## src/rtl/cts_pkg.sv

```systemverilog
// Shared types and constants for the time-stamped command scheduler.
package cts_pkg;

  typedef enum logic [1:0] {
    IDLE,
    SCAN,
    PRESENT
  } state_t;

  typedef logic [63:0] time_t;

  localparam int DEFAULT_LEAD_TIME = 384;

endpackage

```

## src/rtl/cts_free_slot.sv

```systemverilog
// Lowest-index free slot finder: priority encoder over the inverted valid vector.
module cts_free_slot
  import cts_pkg::*;
#(
  parameter int DEPTH = 8,
  parameter int IDX_W = $clog2(DEPTH)
) (
  input  logic [DEPTH-1:0] valid,
  output logic [IDX_W-1:0] idx,
  output logic             found
);

  // Walk from the top down so the lowest free index is the last one written.
  always_comb begin
    idx   = '0;
    found = 1'b0;
    for (int i = DEPTH - 1; i >= 0; i--) begin
      if (!valid[i]) begin
        idx   = IDX_W'(i);
        found = 1'b1;
      end
    end
  end

endmodule

```

## src/rtl/cmd_time_scheduler.sv

```systemverilog
// Time-stamped command store: accepts commands, purges expired ones and
// presents the earliest pending command LEAD_TIME ticks before it is due.
module cmd_time_scheduler
  import cts_pkg::*;
#(
  parameter int DEPTH     = 8,
  parameter int PAYLOAD_W = 274,
  parameter int LEAD_TIME = DEFAULT_LEAD_TIME,
  parameter int CNT_W     = 16
) (
  input  logic                       CLK,
  input  logic                       rst,
  input  time_t                      TIME,
  input  logic                       SYS_TIME_UPDATE,
  input  logic                       flush,
  input  logic                       wr_valid,
  output logic                       wr_ready,
  input  time_t                      wr_time,
  input  logic [PAYLOAD_W-1:0]       wr_payload,
  output logic                       cmd_valid,
  input  logic                       cmd_ready,
  output time_t                      cmd_time,
  output logic [PAYLOAD_W-1:0]       cmd_payload,
  output logic [$clog2(DEPTH+1)-1:0] free_cnt,
  output logic                       full,
  output logic                       empty,
  output logic [CNT_W-1:0]           stale_cnt
);

  localparam int IDX_W = $clog2(DEPTH);
  localparam int FC_W  = $clog2(DEPTH + 1);

  logic [DEPTH-1:0]     slot_valid;
  time_t                slot_time    [DEPTH];
  logic [PAYLOAD_W-1:0] slot_payload [DEPTH];

  state_t           state, state_n;
  logic [IDX_W-1:0] scan_idx, best_idx, free_idx, cand_idx;
  time_t            best_time, cand_time, cur_time;
  logic             best_found, cand_found, free_found;
  logic             cur_valid, cur_stale, cur_better, last, dispatch_ok;
  logic             ste_prev, ste_flag, ste_edge, time_evt, wr_fire, scan_enter;

  cts_free_slot #(.DEPTH(DEPTH), .IDX_W(IDX_W)) u_free_slot (
    .valid (slot_valid),
    .idx   (free_idx),
    .found (free_found)
  );

  assign full     = (free_cnt == '0);
  assign empty    = (free_cnt == FC_W'(DEPTH));
  assign wr_ready = (state == IDLE) && !full;
  assign wr_fire  = wr_valid && wr_ready;
  assign ste_edge = SYS_TIME_UPDATE && !ste_prev;
  assign time_evt = ste_edge || ste_flag;

  // Running minimum including the slot under inspection this cycle.
  assign cur_valid   = slot_valid[scan_idx];
  assign cur_time    = slot_time[scan_idx];
  assign cur_stale   = cur_valid && (cur_time < TIME);
  assign cur_better  = cur_valid && !cur_stale && (!best_found || (cur_time < best_time));
  assign cand_found  = best_found || cur_better;
  assign cand_idx    = cur_better ? scan_idx : best_idx;
  assign cand_time   = cur_better ? cur_time : best_time;
  assign last        = (scan_idx == IDX_W'(DEPTH - 1));
  assign dispatch_ok = cand_found && (cand_time <= TIME + time_t'(LEAD_TIME));
  assign scan_enter  = (state_n == SCAN) && (state != SCAN);

  always_comb begin
    state_n = state;
    unique case (state)
      IDLE: begin
        if (flush)                          state_n = IDLE;
        else if (wr_fire)                   state_n = SCAN;
        else if (time_evt || |slot_valid)   state_n = SCAN;
      end
      SCAN: begin
        if (flush)     state_n = IDLE;
        else if (last) state_n = dispatch_ok ? PRESENT : IDLE;
      end
      PRESENT: begin
        if (flush)                      state_n = IDLE;
        else if (cmd_ready || time_evt) state_n = SCAN;
      end
      default: state_n = IDLE;
    endcase
  end

  always_ff @(posedge CLK) begin
    if (rst) begin
      state       <= SCAN;
      scan_idx    <= '0;
      best_found  <= 1'b0;
      best_idx    <= '0;
      best_time   <= '0;
      slot_valid  <= '0;
      free_cnt    <= FC_W'(DEPTH);
      stale_cnt   <= '0;
      cmd_valid   <= 1'b0;
      cmd_time    <= '0;
      cmd_payload <= '0;
      ste_prev    <= 1'b0;
      ste_flag    <= 1'b0;
    end else begin
      state    <= state_n;
      ste_prev <= SYS_TIME_UPDATE;
      ste_flag <= scan_enter ? 1'b0 : time_evt;
      if (scan_enter) begin
        scan_idx   <= '0;
        best_found <= 1'b0;
      end
      if (flush) begin
        slot_valid <= '0;
        free_cnt   <= FC_W'(DEPTH);
        cmd_valid  <= 1'b0;
      end else begin
        unique case (state)
          IDLE: begin
            if (wr_fire && free_found) begin
              slot_valid[free_idx]   <= 1'b1;
              slot_time[free_idx]    <= wr_time;
              slot_payload[free_idx] <= wr_payload;
              free_cnt               <= free_cnt - FC_W'(1);
            end
          end
          SCAN: begin
            scan_idx   <= scan_idx + IDX_W'(1);
            best_found <= cand_found;
            best_idx   <= cand_idx;
            best_time  <= cand_time;
            if (cur_stale) begin
              slot_valid[scan_idx] <= 1'b0;
              free_cnt             <= free_cnt + FC_W'(1);
              if (stale_cnt != {CNT_W{1'b1}}) stale_cnt <= stale_cnt + CNT_W'(1);
            end
            if (last && dispatch_ok) begin
              cmd_valid   <= 1'b1;
              cmd_time    <= cand_time;
              cmd_payload <= slot_payload[cand_idx];
            end
          end
          PRESENT: begin
            // An accepted handshake takes precedence over a time-reload withdraw.
            if (cmd_ready) begin
              slot_valid[best_idx] <= 1'b0;
              free_cnt             <= free_cnt + FC_W'(1);
              cmd_valid            <= 1'b0;
            end else if (time_evt) begin
              cmd_valid <= 1'b0;
            end
          end
          default: ;
        endcase
      end
    end
  end

  free_cnt_matches_valid: assert property (@(posedge CLK) disable iff (rst)
    free_cnt == FC_W'(DEPTH - $countones(slot_valid)));

endmodule
```

## config.mk

```make
export PLATFORM = sky130hd
export DESIGN_NAME = cmd_time_scheduler
export DESIGN_NICKNAME = d
export VERILOG_FILES = /design/src/rtl/cts_pkg.sv /design/src/rtl/cts_free_slot.sv /design/src/rtl/cmd_time_scheduler.sv
export SDC_FILE = /design/constraint.sdc
export NUM_CORES = 2
export LEC_CHECK = 0
export BUFFER_PORTS_ARGS = -buffer_cell sky130_fd_sc_hd__buf_2
export CORE_UTILIZATION = 55
export CTS_CLUSTER_SIZE = 8
export DETAILED_ROUTE_END_ITERATION = 12
export MAX_ROUTING_LAYER = met4
export PLACE_DENSITY = 0.74
export SYNTH_ARGS = -nofsm -noshare
export SYNTH_HDL_FRONTEND = slang
export SYNTH_HIERARCHICAL = 1
export SYNTH_SLANG_ARGS = --single-unit
```

## constraint.sdc

```tcl
create_clock -name CLK -period 27 [get_ports CLK]
set_input_delay 0 -clock CLK [delete_from_list [all_inputs] [get_ports CLK]]
set_output_delay 0 -clock CLK [all_outputs]
set_load 0.02 [all_outputs]
```

==> metrics.json <==
{
  "vias": {"value": 83523},
  "adder_cell_fraction_of_synth_area": {"value": 2.04, "unit": "%"},
  "setup.worst_path.start_class": {"value": "flip-flop"},
  "synth_simple_gate_area_share": {"value": 9.15, "unit": "%"},
  "crit_slowest_cell": {"value": "sky130_fd_sc_hd__buf_4"},
  "p_clk_share": {"value": 45.5, "unit": "%"},
  "path_class": {"value": "reg -> reg"},
  "setup_viol": {"value": 0},
  "fin_cells": {"value": 13779},
  "ys_ff_latch": {"value": 3146},
  "antenna_found_initial": {"value": 69},
  "max_slew_margin": {"value": 14.7, "unit": "%"},
  "clock_sink_count": {"value": 3146},
  "yosysWarningCount": {"value": 6},
  "critPathBufInv": {"value": 5},
  "critical_path.reg2reg.startpoint": {"value": "scan_idx[0]$_SDFF_PP0_"},
  "synthMuxAreaShare": {"value": 6.82, "unit": "%"},
  "grt_pass1_wl": {"value": 516, "unit": "mm"},
  "yosys.area.top_type_share": {"value": 65.5, "unit": "%"},
  "total_switching_power": {"value": 0.00245, "unit": "W"},
  "std_cell_rows": {"value": 173},
  "core-area": {"value": 0.223, "unit": "mm²"},
  "min_path_type": {"value": "in -> reg"},
  "synth_compound_area_share": {"value": 6.40, "unit": "%"},
  "fin_crit_sh": {"value": 43.6, "unit": "%"},
  "cap_viol_max_count": {"value": 0},
  "worst-endpoint-arrival": {"value": 12.63, "unit": "ns"},
  "drc_errors": {"value": 0},
  "worstReg2RegEnd": {"value": "cmd_payload[189]$_SDFFE_PP0P_"},
  "totalWireLength": {"value": 349, "unit": "mm"},
  "fillCellCount": {"value": 14679},
  "place.gp.congestion": {"value": 0.933},
  "starting_utilization_of_the_core_area": {"value": 55.5, "unit": "%"},
  "synthXorXnorAreaFrac": {"value": 0.516, "unit": "%"},
  "most_common_flop_cell_mapped_by_yosys": {"value": "sky130_fd_sc_hd__edfxtp_1"},
  "fp.dieArea": {"value": 0.227, "unit": "mm²"},
  "fmax": {"value": 0.0850, "unit": "GHz"},
  "clockRootBuffer": {"value": "sky130_fd_sc_hd__clkbuf_16"},
  "ctsHtreeMaxLevel": {"value": 5},
  "drive_above_1_share": {"value": 15.1, "unit": "%"},
  "layout.area.seq": {"value": 0.0901, "unit": "mm²"},
  "synthesis.instances": {"value": 8883},
  "min_delay_path_depth": {"value": 2},
  "synth_top_family_by_area": {"value": "simple AND/OR/NAND/NOR gates"},
  "post-place-cells": {"value": 12214},
  "status": {"value": "finished clean"},
  "critical_path_required": {"value": 27.87, "unit": "ns"},
  "clk_pin_slew": {"value": 0.05, "unit": "ns"},
  "timing.critical_path.to_type": {"value": "flip-flop"},
  "synthDistinctLibCells": {"value": 65},
  "holdCritStartpoint": {"value": "wr_time[63]"},
  "period_needed": {"value": 11.76, "unit": "ns"},
  "top_level_ports": {"value": 770},
  "worst-slew-pin-transition": {"value": 1.28, "unit": "ns"},
  "yosysTopAreaCell": {"value": "sky130_fd_sc_hd__edfxtp_1"},
  "grt_setup_unrepaired": {"value": "no"},
  "routed-wl-met2": {"value": 167, "unit": "mm"},
  "buffer_ports.inserted": {"value": 769},
  "tns": {"value": 0, "unit": "ns"},
  "critical_path_peak_fanout": {"value": 118},
  "grt_overflow_total": {"value": 0},
  "power.share.switching": {"value": 22.1, "unit": "%"},
  "post_synth_main_area_contributors": {"value": "sky130_fd_sc_hd__edfxtp_1 66%, sky130_fd_sc_hd__dfxtp_1 7.1%, sky130_fd_sc_hd__mux2i_1 4.7%"},
  "cts_setup_buffers": {"value": 0},
  "fin_skew": {"value": 0.101, "unit": "ns"},
  "ir_drop": {"value": 65.8, "unit": "µV"},
  "worst-r2r-cell-count": {"value": 28},
  "detailedRoute.firstPassIterationCount": {"value": 6},
  "finished_core_util": {"value": 67.2, "unit": "%"},
  "final_hold_viol_count": {"value": 0},
  "power.density": {"value": 74.1, "unit": "mW/mm²"},
  "syn2layout_area_growth": {"value": 21.1, "unit": "%"},
  "yosys.cell_count.top_type": {"value": "sky130_fd_sc_hd__edfxtp_1"},
  "synth_enable_flop_cells": {"value": 2704},
  "cts_buffers": {"value": 445},
  "drt.antenna.violating_nets": {"value": 0},
  "sequentialPowerShare": {"value": 47.7, "unit": "%"},
  "timing.reg2reg.setup_slack": {"value": 15.24, "unit": "ns"},
  "timing.hold.worst_endpoint": {"value": "slot_time[4][63]$_DFFE_PP_"},
  "critical-path-top-cell-by-count": {"value": "sky130_fd_sc_hd__buf_4"},
  "cellLeakagePower": {"value": 55.1, "unit": "nW"},
  "seq_area_frac_synth": {"value": 72.7, "unit": "%"},
  "grt_start_max_net_pins": {"value": 182},
  "pwr_total": {"value": 0.0111, "unit": "W"},
  "drt-initial-drc-count": {"value": 9371},
  "clock_tree.buffer_depth": {"value": 4},
  "mappedNetlistArea": {"value": 0.124, "unit": "mm²"},
  "path_delay_family": {"value": "simple AND/OR/NAND/NOR gates"},
  "tritoncts": {"value": "yes"},
  "final_net_count": {"value": 10978},
  "power.internal": {"value": 0.00867, "unit": "W"},
  "finalHoldWorstSlack": {"value": 0.0632, "unit": "ns"},
  "area_taken_by_multi_input_logic_gates": {"value": 0.0311, "unit": "mm²"},
  "synth_fp_nets": {"value": 9492},
  "grt_use_total": {"value": 30.8, "unit": "%"},
  "grt_pass1_vias": {"value": 84125},
  "die_width": {"value": 477, "unit": "µm"},
  "met3RoutedLength": {"value": 35.2, "unit": "mm"},
  "combinationalPowerShare": {"value": 6.8, "unit": "%"},
  "ys_async_sr_fraction": {"value": 0, "unit": "%"},
  "insertion_delay": {"value": 0.98, "unit": "ns"},
  "synth.avg_cell_area": {"value": 13.9, "unit": "µm²"},
  "timing_max_transition_violations_final": {"value": 0},
  "vias_per_cell": {"value": 6.06},
  "die-height": {"value": 477, "unit": "µm"},
  "highest_layer": {"value": "met4"},
  "met1_length": {"value": 130, "unit": "mm"},
  "critical_path.max_stage_delay": {"value": 0.84, "unit": "ns"},
  "post_drt_wl_per_cell": {"value": 25.3, "unit": "µm"},
  "post_synth_most_frequent_cells": {"value": "2,704 x sky130_fd_sc_hd__edfxtp_1, 1,487 x sky130_fd_sc_hd__nand2_1, 774 x sky130_fd_sc_hd__a21oi_1"},
  "place_hpwl": {"value": 181, "unit": "mm"}
}
[worst max path at each step]
stage | start | end | slack (ns) | cells after the start
final | scan_idx[0]$_SDFF_PP0_ | cmd_payload[189]$_SDFFE_PP0P_ | 15.24 | 28
after global routing | scan_idx[0]$_SDFF_PP0_ | cmd_payload[64]$_SDFFE_PP0P_ | 14.57 | 22
after CTS | scan_idx[0]$_SDFF_PP0_ | cmd_payload[191]$_SDFFE_PP0P_ | 15.36 | 28
after detailed placement | scan_idx[0]$_SDFF_PP0_ | cmd_payload[168]$_SDFFE_PP0P_ | 15.40 | 28
after global placement | scan_idx[0]$_SDFF_PP0_ | cmd_payload[255]$_SDFFE_PP0P_ | 15.64 | 28
after floorplan | free_cnt[0]$_SDFFE_PP0P_ | slot_payload[2][0]$_DFFE_PP_ | 1.33 | 6
[flip-flops by register name, summed over array words and instances, names as in the netlist]
| signal | cells |
|---|---|
| best_found | 1 |
| best_idx | 3 |
| best_time | 64 |
| cmd_payload | 274 |
| cmd_time | 64 |
| cmd_valid | 1 |
| free_cnt | 4 |
| scan_idx | 3 |
| slot_payload | 2192 |
| slot_time | 512 |
| slot_valid | 8 |
| stale_cnt | 16 |
| state | 2 |
| ste_flag | 1 |
| ste_prev | 1 |
[cells in the final DEF (no fill, tap or decap), types with 6 or more instances in the layout]
master                          netlist  routed
sky130_fd_sc_hd__dfxtp_1            442     439
sky130_fd_sc_hd__a211oi_1            11      11
sky130_fd_sc_hd__xnor2_1             61      61
sky130_fd_sc_hd__mux2i_1            583     580
sky130_fd_sc_hd__mux2_2             231     230
sky130_fd_sc_hd__nor3_1             303     301
sky130_fd_sc_hd__nor4_1             288     287
sky130_fd_sc_hd__buf_2              164     768
sky130_fd_sc_hd__nor2b_1             21      19
sky130_fd_sc_hd__a22oi_1            106     106
sky130_fd_sc_hd__and3_1              11      11
sky130_fd_sc_hd__or3_1                6       6
sky130_fd_sc_hd__a21oi_1            774     774
sky130_fd_sc_hd__o22ai_1            276     276
sky130_fd_sc_hd__nand2_1           1487    1487
sky130_fd_sc_hd__nand4_1             46      46
sky130_fd_sc_hd__diode_2              0      91
sky130_fd_sc_hd__nor2_4               0       8
sky130_fd_sc_hd__buf_12               0      18
sky130_fd_sc_hd__a221oi_1             6       6
sky130_fd_sc_hd__buf_4               63      97
sky130_fd_sc_hd__clkbuf_16            0     447
sky130_fd_sc_hd__o221ai_1            64      64
sky130_fd_sc_hd__inv_1              144     144
sky130_fd_sc_hd__ha_1               200     200
sky130_fd_sc_hd__edfxtp_1          2704    2704
sky130_fd_sc_hd__and4_1               9       9
sky130_fd_sc_hd__xor2_1              12      12
sky130_fd_sc_hd__dlygate4sd3_1        0     683
sky130_fd_sc_hd__o21ai_0             40      40
sky130_fd_sc_hd__a21o_1              37      37
sky130_fd_sc_hd__nor2_1             375     367
sky130_fd_sc_hd__clkbuf_1           247     325
sky130_fd_sc_hd__nand3_1             48      48
sky130_fd_sc_hd__nand2b_1             8       7
[power by group through the flow]
stage / Sequential, W / Combinational (W) / Clock (W)
3_5_place_dp: 0.00540 / 0.000651 / 0
5_1_grt: 0.00530 / 0.000813 / 0.00531
4_1_cts: 0.00530 / 0.000742 / 0.00509
3_3_place_gp: 0.00540 / 0.000630 / 0
2_1_floorplan: 0.00540 / 0.000442 / 0
6_report: 0.00530 / 0.000758 / 0.00506
[metrics by stage]
stage / instance area [µm²] / setup slack (ns)
2_1_floorplan: 124000 / 1.33
3_3_place_gp: 130000 / 15.64
3_5_place_dp: 130000 / 15.40
4_1_cts: 150000 / 15.36
5_1_grt: 150000 / 14.57
6_report: 150000 / 15.24
[repair_timing]
item                                     CTS  global route
hold endpoints to repair                2826             0
gates resized for setup                    0             0
endpoints found under the setup margin     0             0
hold buffers                             683             0
[metal layers]
layer | global-route usage [%] | vias up
met1 | 38.1 | 41322
met3 | 6.38 | 940
met2 | 48.2 | 4814
met5 | - | -
met4 | 15.4 | 0
li1 | - | 36447
[cells by family (layout without fill, tap and decap cells)]
logic type               count (synthesis)  count (layout)
AO/OA/AOI/OAI                         1357            1357
XOR/XNOR                                73              73
adder cells (fa/ha/maj)                201             201
buffers and inverters                  672            2502
flip-flops                            3146            3146
multiplexers                           815             815
other                                    0              91
AND/OR/NAND/NOR                       2619            2619
[worst reg2reg max path, delay by kind of cell, from the launching register on]
| kind | cells | cell delay [ns] |
|---|---|---|
| simple gates | 14 | 4.69 |
| buf+inv | 5 | 3.31 |
| compound gates | 6 | 1.83 |
| flops | 1 | 0.74 |
| fa+ha+maj | 2 | 0.71 |
| mux | 1 | 0.42 |
[final cells by class]
type | count | area share, %
antenna | 91 | 0.152
clock buffer | 776 | 8.30
clock inverter | 15 | 0.133
inverter | 144 | 0.360
multi-input combinational | 5065 | 20.7
sequential | 3146 | 60.0
tap | 2975 | 2.48
timing repair buffer | 1567 | 7.85
(Power assumes the default switching activity.)
